## src/rtl/song_sequencer.sv

```systemverilog
// Song ROM sequencer: walks a 64-entry song, handing each note's tone period and
// gate to a tone divider for its coded duration, with loop, stop and done handling.
module song_sequencer #(
  parameter int unsigned TICK_CYCLES = 6250000,
  parameter int unsigned GAP_CYCLES  = 500000
) (
  input  logic        clk,
  input  logic        rst_n,
  input  logic        start,
  input  logic        stop,
  input  logic [1:0]  song_sel,
  input  logic        loop,
  output logic [7:0]  rom_addr,
  input  logic [23:0] rom_data,
  output logic [19:0] note_period,
  output logic        play,
  output logic        busy,
  output logic [5:0]  mem_loc,
  output logic        done
);

  localparam int unsigned CW = $clog2(8 * TICK_CYCLES + 1);

  typedef enum logic [2:0] {S_IDLE, S_FETCH, S_LOAD, S_PLAY, S_DONE} state_t;

  state_t         state_q, state_d;
  logic [1:0]     song_q, song_d;
  logic [5:0]     idx_q, idx_d;
  logic [CW-1:0]  cnt_q, cnt_d;
  logic [1:0]     dur_q, dur_d;
  logic [19:0]    period_q, period_d;
  logic           play_q, play_d;
  logic           busy_q, busy_d;
  logic           done_q, done_d;

  logic           end_flag;
  logic [19:0]    rom_period;
  logic [CW-1:0]  note_len;
  logic           last_cyc;
  logic           unused_rom_bit;

  assign end_flag       = rom_data[21];
  assign rom_period     = rom_data[19:0];
  assign unused_rom_bit = rom_data[20];
  assign note_len       = CW'(TICK_CYCLES) << dur_q;
  assign last_cyc       = (cnt_q == note_len - CW'(1));

  // State register
  always_ff @(posedge clk or negedge rst_n) begin
    if (!rst_n) state_q <= S_IDLE;
    else        state_q <= state_d;
  end

  // Next-state logic; stop overrides every transition
  always_comb begin
    state_d = state_q;
    case (state_q)
      S_IDLE:  if (start && !stop) state_d = S_FETCH;
      S_FETCH: state_d = S_LOAD;
      S_LOAD: begin
        if (end_flag) state_d = loop ? S_FETCH : S_DONE;
        else          state_d = S_PLAY;
      end
      S_PLAY: begin
        if (last_cyc) state_d = (idx_q == 6'd63 && !loop) ? S_DONE : S_FETCH;
      end
      S_DONE:  state_d = S_IDLE;
      default: state_d = S_IDLE;
    endcase
    if (stop) state_d = S_IDLE;
  end

  // Datapath and next output values
  always_comb begin
    song_d   = song_q;
    idx_d    = idx_q;
    cnt_d    = cnt_q;
    dur_d    = dur_q;
    period_d = period_q;
    play_d   = 1'b0;
    case (state_q)
      S_IDLE: begin
        if (start && !stop) begin
          song_d = song_sel;
          idx_d  = 6'd0;
        end
      end
      S_LOAD: begin
        if (end_flag) begin
          if (loop) idx_d = 6'd0;
          else      period_d = 20'd0;
        end else begin
          period_d = rom_period;
          dur_d    = rom_data[23:22];
          cnt_d    = CW'(0);
          play_d   = (rom_period != 20'd0);
        end
      end
      S_PLAY: begin
        if (last_cyc) begin
          idx_d = idx_q + 6'd1;
          if (idx_q == 6'd63 && !loop) period_d = 20'd0;
        end else begin
          cnt_d  = cnt_q + CW'(1);
          play_d = (period_q != 20'd0) &&
                   (cnt_q + CW'(1) < note_len - CW'(GAP_CYCLES));
        end
      end
      default: ;
    endcase
    if (stop) begin
      period_d = 20'd0;
      play_d   = 1'b0;
      cnt_d    = CW'(0);
    end
    busy_d = (state_d != S_IDLE);
    done_d = (state_d == S_DONE);
  end

  always_ff @(posedge clk or negedge rst_n) begin
    if (!rst_n) begin
      song_q   <= 2'd0;
      idx_q    <= 6'd0;
      cnt_q    <= CW'(0);
      dur_q    <= 2'd0;
      period_q <= 20'd0;
      play_q   <= 1'b0;
      busy_q   <= 1'b0;
      done_q   <= 1'b0;
    end else begin
      song_q   <= song_d;
      idx_q    <= idx_d;
      cnt_q    <= cnt_d;
      dur_q    <= dur_d;
      period_q <= period_d;
      play_q   <= play_d;
      busy_q   <= busy_d;
      done_q   <= done_d;
    end
  end

  assign rom_addr    = {song_q, idx_q};
  assign note_period = period_q;
  assign play        = play_q;
  assign busy        = busy_q;
  assign mem_loc     = idx_q;
  assign done        = done_q;

endmodule

```

## config.mk

```make
export PLATFORM = sky130hd
export DESIGN_NAME = song_sequencer
export DESIGN_NICKNAME = d
export VERILOG_FILES = /design/src/rtl/song_sequencer.sv
export SDC_FILE = /design/constraint.sdc
export NUM_CORES = 1
export LEC_CHECK = 0
export BUFFER_PORTS_ARGS = -buffer_cell sky130_fd_sc_hd__buf_2
export CAP_MARGIN = 20
export CORE_MARGIN = 2
export CORE_UTILIZATION = 40
export CTS_CLUSTER_DIAMETER = 60
export CTS_CLUSTER_SIZE = 8
export DETAILED_ROUTE_END_ITERATION = 8
export HOLD_SLACK_MARGIN = 0.08
export PLACE_DENSITY = 0.62
export SYNTH_ARGS = -nofsm -noshare
export SYNTH_HDL_FRONTEND = slang
export SYNTH_SLANG_ARGS = --single-unit
export TNS_END_PERCENT = 30
```

## constraint.sdc

```tcl
create_clock -name clk -period 6.05 [get_ports clk]
set_input_delay 0.3025 -clock clk [delete_from_list [all_inputs] [get_ports clk]]
set_output_delay 0.3025 -clock clk [all_outputs]
set_load 0.02 [all_outputs]
```

# [Word-level counts from Yosys, hierarchy flattened]
# Index checks and enable logic that the tools add are counted.
[classes] n_addsub=4 n_lt_le_gt_ge=1 eq_ne=15 shift=1 mux=26 bitwise=1 n_reduce_logical=16
[ops] op="$mux W20" count=5
[ops] op="$mux W26" count=3
[ops] op="$pmux W26 S2" count=1
[ops] op="$pmux W20 S2" count=1
[ops] op="$reduce_bool A20 Y1" count=2
[ops] op="$add A26 B1 Y26 const B" count=1
[ops] op="$eq A26 B26 Y1" count=1
[ops] op="$lt A26 B26 Y1" count=1
[ops] op="$shl A23 B2 Y26 const A" count=1
[ops] op="$sub A26 B1 Y26 const B" count=1
[ops] op="$sub A26 B19 Y26 const B" count=1
[ops] op="$mux W6" count=4
[ops] op="$mux W3" count=6
[ops] op="$pmux W6 S3" count=1
[ops] op="$ne A3 B3 Y1 const B" count=4
[ops] op="$pmux W3 S4" count=1
[ops] op="$reduce_bool A3 Y1" count=3
[ops] op="$ne A2 B2 Y1 const B" count=4
[ops] op="$add A6 B1 Y6 const B" count=1
[ops] op="$eq A3 B2 Y1 const B" count=2
[ops] op="$eq A6 B6 Y1 const B" count=1
[ops] op="$reduce_and A5 Y1" count=1
[ops] op="$ne A4 B4 Y1 const B" count=1
[ops] op="$reduce_and A2 Y1" count=2
[ops] op="10 further kinds" count=15
[totals] ff_bits=62 inputBits=31 word_cells=73

# [Logic depth before layout (Yosys ltp)]
[depth] depth_word=7 ltp_mapped=13

# [Worst setup path before layout]
# Ideal clock, no wire load.
[synth_timing] path_type="flip-flop to flip-flop" start="register cnt_q[0]" end="register play_q (netlist: play)" arrival_ps=2722 path_slack_ps=3261 stages_incl_launch_ff=14 n_path_buf=0 period_less_slack_ps=2789 cell_sequence="dfrtp_1 -> ha_1 -> nand4_1 -> nor4_4 -> nand3_1 -> or2_1 -> xnor2_1 -> ha_1 -> a21oi_1 -> nor2b_1 -> o21ai_0 -> o21ai_0 -> o31ai_1 -> o311a_1"
[synth_via] elab_chain_len=6
[synth_rtl] element="from (decl)" line_no="29" rtl="logic [CW-1:0] cnt_q, cnt_d;"
[synth_rtl] element="from (signal assigned)" line_no="133" rtl="cnt_q <= cnt_d;"
[synth_rtl] element="$add A26 B1 Y26" line_no="106" rtl="(cnt_q + CW'(1) < note_len - CW'(GAP_CYCLES));"
[synth_rtl] element="$lt A26 B26 Y1" line_no="106"
[synth_rtl] element="$logic_and A1 B1 Y1" line_no="105" rtl="play_d = (period_q != 20'd0) &&"
[synth_rtl] element="$mux W1 *" line_no="100" rtl="if (last_cyc) begin"
[synth_rtl] element="$pmux W1 S2 *" line_no="81" rtl="case (state_q)"
[synth_rtl] element="$mux W1 *" line_no="111" rtl="if (stop) begin"
[synth_rtl] element="net play_d" line_no="32" rtl="logic play_q, play_d;"
[synth_rtl] element="to (signal assigned)" line_no="136" rtl="play_q <= play_d;"
[synth_rtl] element="to (decl)" line_no="32"
# Mark *: on every way through the listed nets, which the timed path passes. The rest lies on a longest branch.
# A chain may end at the register's enable or synchronous reset.

# [Final worst setup path]
[layout_timing] start="register dur_q[0]" end="register cnt_q[10]"
[layout_via] elab_chain_len=5
[layout_rtl] element="from (decl)" line_no="30" rtl="logic [1:0] dur_q, dur_d;"
[layout_rtl] element="from (signal assigned)" line_no="134" rtl="dur_q <= dur_d;"
[layout_rtl] element="$shl A23 B2 Y26" line_no="45" rtl="assign note_len = CW'(TICK_CYCLES) << dur_q;"
[layout_rtl] element="$sub A26 B1 Y26" line_no="46" rtl="assign last_cyc = (cnt_q == note_len - CW'(1));"
[layout_rtl] element="$eq A26 B26 Y1" line_no="46"
[layout_rtl] element="$ne A3 B3 Y1 (no source line)"
[layout_rtl] element="$reduce_and A3 Y1 (no source line)"
# Every way passes these cells.

==> results.json <==
{
  "hp-class": "in2async",
  "overflow": 0,
  "hold_violations": 0,
  "cts.htree.levels": 3,
  "path_cells": "inv_1 -> ha_1 -> inv_1 -> ha_1 -> nor3b_1 -> xnor2_1 -> and4_4 -> nand4_4 -> a31oi_4 -> mux2i_1",
  "maxSlewHeadroom_pct": 41.0,
  "cp_slowest_cell": "a31oi_4",
  "multi_input_area_sq_um": 2470,
  "critPathMaxFanout": 25,
  "dpl_worst_slack_ps": 2490,
  "p_per_area_nw_per_um2": 239,
  "drc": 0,
  "core_area_sq_um": 10300,
  "tns_ps": 0,
  "postCtsHoldBufs": 0,
  "fin_worst_skew_ps": 11.0,
  "ys_seq_elements": 62,
  "start_util_pct": 41.1,
  "r2r_cells": 10,
  "clk_transition_reported_paths_ps": 80,
  "syn2layout_area_growth_pct": 13.5,
  "wl_per_cell_microns": 16.2,
  "crit_path_start_kind": "flip-flop",
  "worst_slack_ps": 2480,
  "drv_cap": 0,
  "cts_setup_buffers": 0,
  "port_buffers": 66,
  "drive_gt1_share_pct": 20.3,
  "power_leakage_nw": 2.38,
  "fmax_mhz": 280,
  "syn_area_sq_um": 4250,
  "reg2reg_to": "cnt_q[10]",
  "grt_pass1_vias": 3459,
  "syn_area_per_cell_sq_um": 9.52,
  "cp.depth": 10,
  "critPathBufInv": 2,
  "synth_ff_type": "dfrtp_1",
  "cts_inserted_buffers": 9,
  "dp_hpwl_microns": 7590,
  "cp_top_family": "compound AO/OA/AOI/OAI gates",
  "drt-pass1-iter-count": 6,
  "rrSetupSlack_ps": 2480,
  "synthCells": 446,
  "cpPeakStageDelay_ps": 780,
  "synthTopCellsByCount": "62 x dfrtp_1, 44 x nand2_1, 32 x ha_1, 28 x xnor2_1, 21 x a22o_1",
  "antenna_found_initial": 0,
  "clock-sinks": 62,
  "num_io_pins": 68,
  "synth-edff-count": 0,
  "endpoint_kind": "flip-flop",
  "drt-vias-per-instance": 5.52,
  "grt_pass1_wl_microns": 17300,
  "ys_warn_count": 0,
  "syn_nets": 509,
  "fin_crit_sh_pct": 59.1,
  "core.rowCount": 37,
  "ir_worst_vdd_v": 0.000104,
  "grt_max_degree": 63,
  "die_w_microns": 107,
  "ant_nets": 0,
  "arrival_ps": 3840,
  "die_h_microns": 107,
  "yosysMostFrequentCell": "dfrtp_1",
  "yosysTopAreaCellShare_pct": 36.5,
  "synth_top_area_cell": "dfrtp_1",
  "holdWs_ps": 104,
  "rsz0062_at_grt": "false",
  "setup_viol": 0,
  "clk_latency_ps": 360,
  "diodes": 0,
  "nets": 561,
  "gp_congestion": 0.854,
  "reg2reg_from": "dur_q[0]",
  "drtIter0Drc": 203,
  "ys_async_sr_fraction_pct": 100,
  "vias": 3526,
  "fill_cells": 1000,
  "cts_tree": "built",
  "outcome": "complete, no violations",
  "crit_type": "reg2reg",
  "finalCriticalPeriod_ps": 3570,
  "synth_area_leaders": "dfrtp_1 37%, ha_1 9.4%, xnor2_1 5.8%",
  "worst_pin_slew_ps": 885,
  "cts_buffer_depth": 2,
  "dieArea_sq_um": 11500,
  "grt_usage_pct": 19.0,
  "postCtsResizedCells": 0,
  "synth.distinct_cells": 57,
  "cts_root_buf": "clkbuf_8",
  "slew_viol_final": 0,
  "regArea_sq_um": 1550,
  "drt_wl_total_microns": 10400,
  "crit_required_ps": 6320,
  "yosysSeqAreaShare_pct": 36.5
}
==> worst max path at each step <==
stage | slack, ps | from | endpoint
after CTS | 2450 | dur_q[0] | cnt_q[10]
after global placement | 2570 | dur_q[0] | cnt_q[10]
after detailed placement | 2490 | dur_q[0] | cnt_q[10]
after floorplan | 3260 | cnt_q[0] | play
after global routing | 2220 | dur_q[0] | cnt_q[1]
final | 2480 | dur_q[0] | cnt_q[10]
==> metal layers <==
| layer | up-vias | part of all wire [%] | global-route usage, % |
|---|---|---|---|
| met1 | 1737 | 48 | 25.6 |
| li1 | 1724 | - | - |
| met2 | 53 | 47 | 30.3 |
| met3 | 12 | 3.2 | 3.65 |
| met5 | - | 0 | 0 |
| met4 | 0 | 1.3 | 7.14 |
==> sequential cells by signal (all words and copies together) (netlist names) <==
register / count
cnt_q: 26
play: 1
done: 1
song_q: 2
mem_loc: 6
dur_q: 2
busy: 1
note_period: 20
state_q: 3
==> kinds of logic after synthesis <==
logic type,Yosys count,synth area share (%)
fa+ha+maj,32,9.43
mux,15,3.63
compound gates,89,16.2
flops,62,36.5
xor+xnor,33,6.81
simple gates,169,21.9
buf+inv,46,5.54
==> cell type report <==
type | count | share of cell area, %
Clock buffer | 10 | 2.86
Clock inverter | 6 | 1.45
Inverter | 18 | 1.40
Timing Repair Buffer | 69 | 7.32
Multi-Input combinational cell | 338 | 51.2
Sequential cell | 62 | 32.2
Tap cell | 136 | 3.53
==> placed cells by master, fill, tap and decap left out, types with 5 or more instances in the layout <==
cell,synthesis,final
a211o_1,7,7
a21o_1,10,10
a21oi_1,10,10
a22o_1,21,21
and3_1,11,11
buf_2,8,66
clkbuf_8,0,10
dfrtp_1,62,62
ha_1,32,32
inv_1,18,18
mux2i_1,12,12
nand2_1,44,44
nand2b_1,5,5
nand3_1,20,20
nand4_1,10,10
nor2_1,17,17
nor3_1,17,16
nor4_1,14,13
o21ai_0,11,11
o31ai_1,11,11
xnor2_1,28,28
xor2_1,5,5
==> where the power goes <==
group	leakage [nW]	total, W	switching (W)	internal, W
Combinational	1.43	0.000315	0.000192	0.000124
Sequential	0.854	0.000451	0.0000225	0.000428
Clock	0.0951	0.000387	0.000184	0.000203
==> stage by stage <==
stage / util (%) / std cells / total power [W] / instance area, sq um
floorplan: - / 446 / 0.000681 / 4250
global placement: 44.7 / 623 / 0.000766 / 4610
detailed placement: 44.7 / 623 / 0.000773 / 4610
CTS: 46.7 / 639 / 0.00116 / 4820
global route: 46.7 / 639 / 0.00123 / 4820
finish: 46.7 / 639 / 0.00115 / 4820
Note: power is estimated with default switching activity, not from simulation.
